$ cat config.mk
export PLATFORM = sky130hd
export DESIGN_NAME = debounce_pulse
export DESIGN_NICKNAME = d
export VERILOG_FILES = /design/src/rtl/debounce_pulse.sv
export SDC_FILE = /design/constraint.sdc
export NUM_CORES = 1
export LEC_CHECK = 0
export BUFFER_PORTS_ARGS = -buffer_cell sky130_fd_sc_hd__buf_2
export CORE_UTILIZATION = 35
export CTS_CLUSTER_SIZE = 16
export DETAILED_ROUTE_END_ITERATION = 8
export GPL_TIMING_DRIVEN = 1
export PLACE_DENSITY = 0.56
export SLEW_MARGIN = 20
export SYNTH_ARGS = -nofsm -noshare
export SYNTH_HDL_FRONTEND = slang
export SYNTH_SLANG_ARGS = --single-unit
$ cat constraint.sdc
create_clock -name clk -period 1.9 [get_ports clk]
set_input_delay 0.19 -clock clk [delete_from_list [all_inputs] [get_ports clk]]
set_output_delay 0.19 -clock clk [all_outputs]
set_load 0.01 [all_outputs]
$ cat src/rtl/debounce_pulse.sv
// rtl/debounce_pulse.sv - two-flop synchroniser and debounce FSM with transition strobes and event count
module debounce_pulse #(
  parameter int STABLE_CYCLES = 8,
  parameter int CNT_W         = 8,
  parameter int EVT_W         = 8
) (
  input  logic             clk,
  input  logic             reset,
  input  logic             din,
  output logic             dout,
  output logic             en_pulse,
  output logic             rise,
  output logic             fall,
  output logic [EVT_W-1:0] edge_cnt
);

  typedef enum logic [1:0] {
    STABLE_LOW,
    WAIT_HIGH,
    STABLE_HIGH,
    WAIT_LOW
  } state_t;

  localparam logic [CNT_W-1:0] LAST_CNT = CNT_W'(STABLE_CYCLES - 1);
  localparam logic [CNT_W-1:0] ONE_CNT  = CNT_W'(1);
  localparam logic [EVT_W-1:0] ONE_EVT  = EVT_W'(1);

  logic             s1;
  logic             s2;
  state_t           state;
  logic [CNT_W-1:0] cnt;

  always_ff @(posedge clk or posedge reset) begin
    if (reset) begin
      s1 <= 1'b0;
      s2 <= 1'b0;
    end else begin
      s1 <= din;
      s2 <= s1;
    end
  end

  // cnt holds how many consecutive samples of s2 have been seen at the candidate level
  always_ff @(posedge clk or posedge reset) begin
    if (reset) begin
      state    <= STABLE_LOW;
      cnt      <= '0;
      dout     <= 1'b0;
      en_pulse <= 1'b0;
      rise     <= 1'b0;
      fall     <= 1'b0;
      edge_cnt <= '0;
    end else begin
      en_pulse <= 1'b0;
      rise     <= 1'b0;
      fall     <= 1'b0;
      case (state)
        STABLE_LOW: begin
          if (s2) begin
            state <= WAIT_HIGH;
            cnt   <= ONE_CNT;
          end else begin
            cnt <= '0;
          end
        end
        WAIT_HIGH: begin
          if (!s2) begin
            state <= STABLE_LOW;
            cnt   <= '0;
          end else if (cnt == LAST_CNT) begin
            state    <= STABLE_HIGH;
            cnt      <= '0;
            dout     <= 1'b1;
            rise     <= 1'b1;
            en_pulse <= 1'b1;
            edge_cnt <= edge_cnt + ONE_EVT;
          end else begin
            cnt <= cnt + ONE_CNT;
          end
        end
        STABLE_HIGH: begin
          if (!s2) begin
            state <= WAIT_LOW;
            cnt   <= ONE_CNT;
          end else begin
            cnt <= '0;
          end
        end
        WAIT_LOW: begin
          if (s2) begin
            state <= STABLE_HIGH;
            cnt   <= '0;
          end else if (cnt == LAST_CNT) begin
            state    <= STABLE_LOW;
            cnt      <= '0;
            dout     <= 1'b0;
            fall     <= 1'b1;
            en_pulse <= 1'b1;
            edge_cnt <= edge_cnt + ONE_EVT;
          end else begin
            cnt <= cnt + ONE_CNT;
          end
        end
        default: begin
          state <= STABLE_LOW;
          cnt   <= '0;
        end
      endcase
    end
  end

endmodule
==> summary.md, run 1 <==
| Metric | Value |
|---|---|
| Min Tclk post-route | `1.808 ns` |
| Max-Slew Margin vs Limit | `69.36%` |
| Fmax | `0.5531 GHz` |
| Power Dens Cells | `640.8 nW/um2` |
| R2R setup slack | `0.09 ns` |
| Cell area after synthesis | `1031 um2` |
| Layout cell share with drive strength beyond 1 | `26.73%` |
| YS warnings | `0` |
| Starting Density | `37.07%` |
| Worst Tran Pin Value | `0.4577 ns` |
| Area of placed instances | `1162 um2` |
| Initial antenna violation count | `0` |
| I/O pins | `15` |
| Area grow syn2layout | `16.87%` |
| Cell variety after synth | `26` |
| Hold Vio Cnt, Final | `0` |
| Clk_lat worst skew | `0.31 ns` |
| Die H | `56.28 um` |
| Cell count after synthesis | `79` |
| Layout Cells excl Fill | `132` |
| Clock Sinks | `24` |
| Post-route setup TNS | `0 ns` |
| Post-CTS setup buffers | `0` |
| RSZ-0062 raised after global routing | `false` |
| VDD IR max | `0.5493 mV` |
| Top-area cell type share of the netlist area | `58.25%` |
| Most used DFF post-synth | `dfrtp_1` |
| DR vias/cell | `4.894` |
| Avg Synthesized Cell Area | `13.05 um2` |
| Min-delay worst type | `in2async` |
| Die width | `56.28 um` |
| # rows | `19` |
| Routed length per instance | `13.36 um` |
| Max Transition Viols Final | `0` |
| CP endpoint kind | `flip-flop` |
| TritonCTS clock tree | `built` |
| Input/output buffers | `14` |
| Largest net degree at the start of global routing | `18` |
| DRT Pass-1 Iters | `2` |
| Total leakage power | `0.0006019 uW` |
| Worst-path clk slew | `0.12 ns` |
| Number of global-route vias before repair | `678` |
| Nets | `108` |
| GRT overflow | `0` |
| Number of synthesized flops with an enable pin | `0` |
| Placer Congestion | `0.7226` |
| Crit path DAT | `2.01 ns` |
| Clock Skew | `0.005488 ns` |
| Drt total wl | `1764 um` |
| Req. time, crit path | `2.11 ns` |
| Fraction of registers with async set/reset | `100.0%` |
| Antenna diodes | `0` |
| Max-Cap Viols | `0` |
| Starting DRT DRC Count | `4` |
| Commonest non-fill, non-tap cell in the layout | `dfrtp_1` |
| Synthesis-stage register bit count | `24` |
| Mapped Nets | `84` |
| Global-route wire length before repair | `3139 um` |
| # setup viols final | `0` |
| Worst flop-to-flop path endpoint | `edge_cnt[1]` |
| Layout Utilization | `43.32%` |
| CP Launch Type | `flip-flop` |
| CTS Buffer Depth | `2` |
| GRT Util Overall | `13.24%` |
| Die Outline Area | `3167 um2` |
| Post-DRT Antenna Nets | `0` |
| Synth area leader | `dfrtp_1` |
| Reg2Reg Launch Point | `cnt[0]` |
| Period utilization | `95.16%` |
| Design area | `1205 um2` |
| FF-to-FF path depth | `4` |
| Critical path class | `reg2reg` |
| DRC | `0` |
| Status | `completed` |
| H-tree Lvls | `1` |
| Synth top area cells | `dfrtp_1 (58%), xnor2_1 (6.8%), xor2_1 (5.9%)` |
| Register area share after synthesis | `58.25%` |
| DP HPWL | `1262 um` |
| Most frequent cells in the layout | `dfrtp_1 (24), buf_2 (14), xnor2_1 (8)` |
| Placed Instances | `127` |
| CP max FO | `7` |
| Vias post-DR | `646` |
| Clock root buffer | `clkbuf_4` |
| Core area | `2781 um2` |
| Hold slack | `0.3469 ns` |
| Num CTS Buffers | `3` |
## cells in the mapped netlist, drive strengths merged, types with 2 or more instances
master,count
ha,2
nand3,6
dfrtp,24
and3,4
nand4,3
nor2,6
xor2,7
mux2,2
xnor2,8
nand2,2
inv,2
## routing by layer
layer | GRT usage [%] | up-vias | part of all wire (%) | wire [um]
met5 | 0 | - | 0 | 0
met4 | 3.136 | 0 | 0.62 | 11
met3 | 4.839 | 3 | 3.9 | 68
met2 | 21.77 | 11 | 48 | 844
met1 | 16.64 | 309 | 48 | 839
li1 | - | 323 | - | -
## where the power goes
part	total (uW)	internal, uW	switching (uW)
sequential	524	517	7.14
combinational	32.7	13.2	19.5
clock	215	74.2	141
total	772	605	167
## worst max path at each step
| stage | slack, ns | endpoint | depth (start not counted) | from |
|---|---|---|---|---|
| 6_report | 0.09 | edge_cnt[1] | 4 | cnt[0] |
| 5_1_grt | 0.02 | edge_cnt[1] | 4 | cnt[0] |
| 4_1_cts | 0.1 | edge_cnt[1] | 4 | cnt[0] |
| 3_5_place_dp | 0.13 | edge_cnt[1] | 4 | cnt[0] |
| 3_3_place_gp | 0.16 | flip-flop | 4 | cnt[0] |
| 2_1_floorplan | 0.21 | flip-flop | 4 | cnt[0] |
## worst max-delay path, cell delays in order, from the launching register on
cell and delay, ns:
dfrtp_1 0.39, ha_1 0.28, nand4bb_4 0.16, nor4b_4 0.49
mux2_2 0.38
## cell families (layout without fill, tap and decap cells)
logic type	Yosys count	count (layout)	synth area share, %
compound gates	3	3	1.821
simple gates	31	31	21.48
fa+ha+maj	2	2	2.427
flops	24	24	58.25
mux	2	2	2.548
buf+inv	2	24	0.7284
xor+xnor	15	15	12.74
## final cells by class
| type | instances | area [um2] |
|---|---|---|
| clock buffers | 3 | 22.52 |
| fillers | 259 | 1577 |
| well taps | 31 | 38.79 |
| flip-flops and latches | 24 | 600.6 |
| repair buffers | 19 | 112.6 |
| multi-input cells | 53 | 422.9 |
| inverters | 2 | 7.507 |
## what timing repair did
action                    4_1_cts  5_1_grt
resized for setup               0        0
hold buffers                    2        0
hold endpoints to repair        8        0
## through the flow
step                      power, uW  worst slack, ns
after floorplan               553.4           0.2081
after global placement        564.8           0.1596
after detailed placement      564.9           0.1297
after CTS                     791.6          0.09670
after global routing          816.6          0.01648
final                         772.1          0.09198
## sequential cells by signal, indices dropped and copies added (netlist names), named ones only
| name | cells |
|---|---|
| en_pulse | 1 |
| fall | 1 |
| rise | 1 |
| s1 | 1 |
| dout | 1 |
| edge_cnt | 8 |
| cnt | 8 |
| state | 1 |
| s2 | 1 |
Note: power is estimated with default switching activity, not from simulation.
==> run 2, diff against run 1 <==
Settings changed: SETUP_SLACK_MARGIN set to 0.1.
==> run 2 against run 1 <==
- final cell count grew 2.3%
- via count grew 2.5%
- clock skew increased by 0.0050 ns
- largest cell class unchanged
- utilization grew 0.90 points
- cell area rose by 2.1%
- highest routed layer unchanged
- clock power up 3%
- sequential share of layout area decreased by 1.0 points
- hold slack got worse by 0.0081 ns
- worst setup slack improved by 0.058 ns
- largest power group unchanged
- sequential power is essentially flat
- routed wire length grew 2.3%
==> summary.md, run 2 (synthesis gave the netlist of run 1 again) <==
| Metric | Value |
|---|---|
| # setup viols final | `0` |
| Layout cell share with drive strength beyond 1 | `29.81%` |
| Die width | `56.28 um` |
| Commonest non-fill, non-tap cell in the layout | `dfrtp_1` |
| Min-delay worst type | `in2async` |
| Max-Slew Margin vs Limit | `71.91%` |
| CP endpoint kind | `flip-flop` |
| Max-Cap Viols | `0` |
| Number of global-route vias before repair | `694` |
| GRT overflow | `0` |
| Post-DRT Antenna Nets | `0` |
| DRT Pass-1 Iters | `2` |
| Req. time, crit path | `2.12 ns` |
| Clock root buffer | `clkbuf_4` |
| Die Outline Area | `3167 um2` |
| RSZ-0062 raised after global routing | `false` |
| Post-route setup TNS | `0 ns` |
| Period utilization | `92.10%` |
| Routed length per instance | `13.37 um` |
| Multi-input gate area | `425.4 um2` |
| Worst Tran Pin Value | `0.4195 ns` |
| Power Dens Cells | `633.4 nW/um2` |
| CP Launch Type | `flip-flop` |
| Worst-path clk slew | `0.13 ns` |
| GRT Util Overall | `13.58%` |
| Fillers | `257` |
| Clock Skew | `0.01049 ns` |
| Area grow syn2layout | `19.30%` |
| Total leakage power | `0.0006161 uW` |
| DP HPWL | `1262 um` |
| Crit path DAT | `1.97 ns` |
| VDD IR max | `0.5401 mV` |
| CP Cell Sequence | `ha_2 > nand4bb_4 > or4_4 > mux2_4` |
| CP max FO | `5` |
| Min Tclk post-route | `1.750 ns` |
| Input/output buffers | `14` |
| Most frequent cells in the layout | `dfrtp_1 (24), buf_2 (14), xnor2_1 (8)` |
| Crit path largest cell delay | `0.55 ns` |
| Clock Sinks | `24` |
| Nets | `111` |
| Fmax | `0.5715 GHz` |
| H-tree Lvls | `1` |
| DRC | `0` |
| Largest net degree at the start of global routing | `18` |
| Placer Congestion | `0.7226` |
| Initial antenna violation count | `0` |
| Critical path class | `reg2reg` |
| CTS Buffer Depth | `2` |
| Seq. cell area | `600.6 um2` |
| Status | `completed` |
| Core area | `2781 um2` |
| PnR Total Power | `779.1 uW` |
| DR vias/cell | `4.904` |
| Vias post-DR | `662` |
| Max Transition Viols Final | `0` |
| Starting Density | `37.07%` |
| Hold Vio Cnt, Final | `0` |
| Die H | `56.28 um` |
| Antenna diodes | `0` |
| Num CTS Buffers | `3` |
| # rows | `19` |
| Top Registers | `cnt (8), edge_cnt (8)` |
| Slowest-stage cell, CP | `or4_4` |
| Global-route wire length before repair | `3208 um` |
| TritonCTS clock tree | `built` |
| Clk_lat worst skew | `0.32 ns` |
| Starting DRT DRC Count | `7` |
| I/O pins | `15` |
| Drt total wl | `1805 um` |
run 2: changes by cell type in the layout (fill, tap and decap cells not counted), sizes merged:
cell  previous run  this run
buf             17        20
run 2: worst paths after layout:
kind,startpoint,slack (ns),cells past startpoint,to
min in group clk,s1,0.36,0,s2
max reg2reg,cnt[0],0.15,4,flip-flop
max in group asynchronous,reset,1.02,4,edge_cnt[2]
min reg2reg,s1,0.36,0,s2
min,reset,0.34,3,dout
max,cnt[0],0.15,4,flip-flop
run 2: timing repair:
action	in CTS	in global routing
resized for setup	0	1
endpoints found under the hold margin	8	0
hold buffers	2	0
endpoints found under the setup margin	1	1
setup buffers	3	0
pin swaps	1	0
run 2: metal layers:
metal  wire, um  global-route usage (%)  vias to the layer above
li1           -                       -                      327
met1        862                   17.09                      321
met2        868                   22.45                       11
met3         64                   4.839                        3
met4          9                   3.136                        0
met5          0                       0                        -
run 2: stage by stage:
step / cell area (um2) / setup WS (ns) / utilization, % / std cells / hold WS [ns]
global placement: 1162 / 0.1596 / 41.79 / 127 / 0.1316
floorplan: 1031 / 0.2081 / - / 79 / 0.2046
CTS: 1227 / 0.1126 / 44.13 / 135 / 0.3284
detailed placement: 1162 / 0.1297 / 41.79 / 127 / 0.1388
global route: 1230 / 0.1048 / 44.22 / 135 / 0.3641
finish: 1230 / 0.1502 / 44.22 / 135 / 0.3388
run 2: area by class of cell:
cell class | count | area share (%)
Clock buffer | 3 | 1.831
Multi-Input combinational cell | 53 | 34.59
Sequential cell | 24 | 48.83
Inverter | 2 | 0.6104
Tap cell | 31 | 3.154
Timing Repair Buffer | 22 | 10.99
run 2: power by group:
part | switching, uW | internal, uW
sequential | 7.25 | 517
combinational | 19.5 | 13.5
clock | 147 | 74.3
run 2: critical path: cells and delay by family, from the launching register on:
kind | cells | cell delay (ns)
and+or+nand+nor | 2 | 0.70
DFF | 1 | 0.40
muxes | 1 | 0.31
adders and majority gates | 1 | 0.25
==> run 3, diff against run 2 <==
Settings changed: CORE_MARGIN set to 1.5.
==> run 3 against run 2 <==
- clock-buffer cell count stayed put
- worst setup slack improved by 0.014 ns
- total power is 1.1% lower
- highest routed layer unchanged
- clock skew fell by 0.0061 ns
- combinational power hardly changed
- non-clock buffer count down 1
- fmax is 0.78% higher
- largest cell class unchanged
- sequential share of layout area grew 0.30 points
- register-to-register slack about the same
- first-iteration DRC count down 14%
==> summary.md, run 3 (synthesis gave the netlist of run 1 again) <==
| Metric | Value |
|---|---|
| Clock Sinks | `24` |
| CP startpoint | `cnt[0]` |
| DRC | `0` |
| Min Tclk post-route | `1.736 ns` |
| Die H | `57.28 um` |
| Buf/Inv on CP | `0` |
| Period utilization | `91.38%` |
| Number of global-route vias before repair | `709` |
| Min-delay src | `s1` |
| H-tree Lvls | `1` |
| M2 GR Usage | `20.03%` |
| Total leakage power | `0.0006106 uW` |
| Clock Skew | `0.004411 ns` |
| Routed length per instance | `13.23 um` |
| Pre-CTS WS | `0.1234 ns` |
| Die width | `57.28 um` |
| CP endpoint kind | `flip-flop` |
| CTS Buffer Depth | `2` |
| Largest net degree at the start of global routing | `15` |
| Num CTS Buffers | `3` |
| Starting Density | `37.07%` |
| Nets | `110` |
| RSZ-0062 raised after global routing | `false` |
| Multi-input gate area | `425.4 um2` |
| Worst-path clk slew | `0.12 ns` |
| Commonest non-fill, non-tap cell in the layout | `dfrtp_1` |
| Max-Slew Margin vs Limit | `70.52%` |
| Req. time, crit path | `2.11 ns` |
| Fillers | `271` |
| CP Depth | `4` |
| # rows | `19` |
| Slowest-stage cell, CP | `or4_4` |
| Reg2Reg Launch Point | `cnt[0]` |
| Layout Utilization | `43.95%` |
| Placer Congestion | `0.7512` |
| CP Cell Sequence | `ha_2 > nand4bb_4 > or4_4 > mux2_4` |
| FF-to-FF path depth | `4` |
| VDD IR max | `0.3148 mV` |
| Hold slack | `0.3670 ns` |
| Worst Tran Pin Value | `0.4391 ns` |
| CP max FO | `5` |
| Antenna diodes | `0` |
| Most frequent cells in the layout | `dfrtp_1 (24), buf_2 (14), xnor2_1 (8)` |
| Area grow syn2layout | `18.57%` |
| Min-delay worst type | `reg2reg` |
| Top Registers | `cnt (8), edge_cnt (8)` |
| Hold Vio Cnt, Final | `0` |
| Fmax | `0.5760 GHz` |
| Hold depth | `0` |
| Layout cell share with drive strength beyond 1 | `29.13%` |
| TritonCTS clock tree | `built` |
| GRT overflow | `0` |
| Met3 usage | `2.041%` |
| Crit path DAT | `1.94 ns` |
| Drt total wl | `1773 um` |
| Initial antenna violation count | `0` |
| Post-DRT Antenna Nets | `0` |
| Layout Cells excl Fill | `134` |
| Power Dens Cells | `630.6 nW/um2` |
| DRT Pass-1 Iters | `2` |
| GRT Util Overall | `12.61%` |
| Vias post-DR | `666` |
| Critical path class | `reg2reg` |
| Input/output buffers | `14` |
| Status | `completed` |
| Clock root buffer | `clkbuf_4` |
| Starting DRT DRC Count | `6` |
| DP HPWL | `1276 um` |
| CP Launch Type | `flip-flop` |
| Crit path largest cell delay | `0.54 ns` |
| Critical path's top delay family | `simple AND/OR/NAND/NOR gates` |
| DR vias/cell | `4.970` |
| Global-route wire length before repair | `3139 um` |
| Placed Instances | `127` |
| Die Outline Area | `3280 um2` |
| Core area | `2781 um2` |
| Fin worst setup slack | `0.1638 ns` |
| GR Layer Usage met1 | `16.47%` |
| Max Transition Viols Final | `0` |
| Clk_lat worst skew | `0.30 ns` |
| GR peak layer | `met2` |
| # setup viols final | `0` |
| I/O pins | `15` |
| Max-Cap Viols | `0` |
| Post-route setup TNS | `0 ns` |
| Seq. cell area | `600.6 um2` |
run 3: cell count changes in the layout (fill, tap and decap cells not counted), sizes merged:
cell / delta
buf: -1
run 3: routing by layer:
layer | wire (um) | share of wire [%]
met1 | 809 | 46
met2 | 879 | 50
met3 | 41 | 2.3
met4 | 42 | 2.4
met5 | 0 | 0
run 3: worst paths after layout:
check	endpoint	slack [ns]
setup / recovery	flip-flop	0.16
hold / removal	s2	0.37
setup reg to reg	flip-flop	0.16
hold reg to reg	s2	0.37
max in group asynchronous	cnt[3]	0.97
min in group asynchronous	s1	0.40
run 3: area by class of cell:
type	count	area share (%)
Timing Repair Buffer	21	10.44
Inverter	2	0.6141
Clock buffer	3	1.842
Tap cell	31	3.173
Sequential cell	24	49.13
Multi-Input combinational cell	53	34.80
run 3: per-stage QoR:
step	total power, uW	cell area (um2)
floorplan	553.4	1031
global placement	564.2	1162
detailed placement	565.1	1162
CTS	788.3	1205
global route	808.1	1222
finish	770.9	1222
run 3: timing repair:
item,4_1_cts,5_1_grt
setup endpoints to repair,0,6
buffers inserted,0,2
hold endpoints to repair,11,0
hold buffers,2,0
resized for setup,0,1
run 3: power breakdown:
group	leakage (uW)	total, uW	internal (uW)	switching, uW
Combinational	0.000271	33.1	13.5	19.6
Clock	0.0000138	213	74.0	139
Sequential	0.000326	525	517	7.21
Total	0.000611	771	605	166
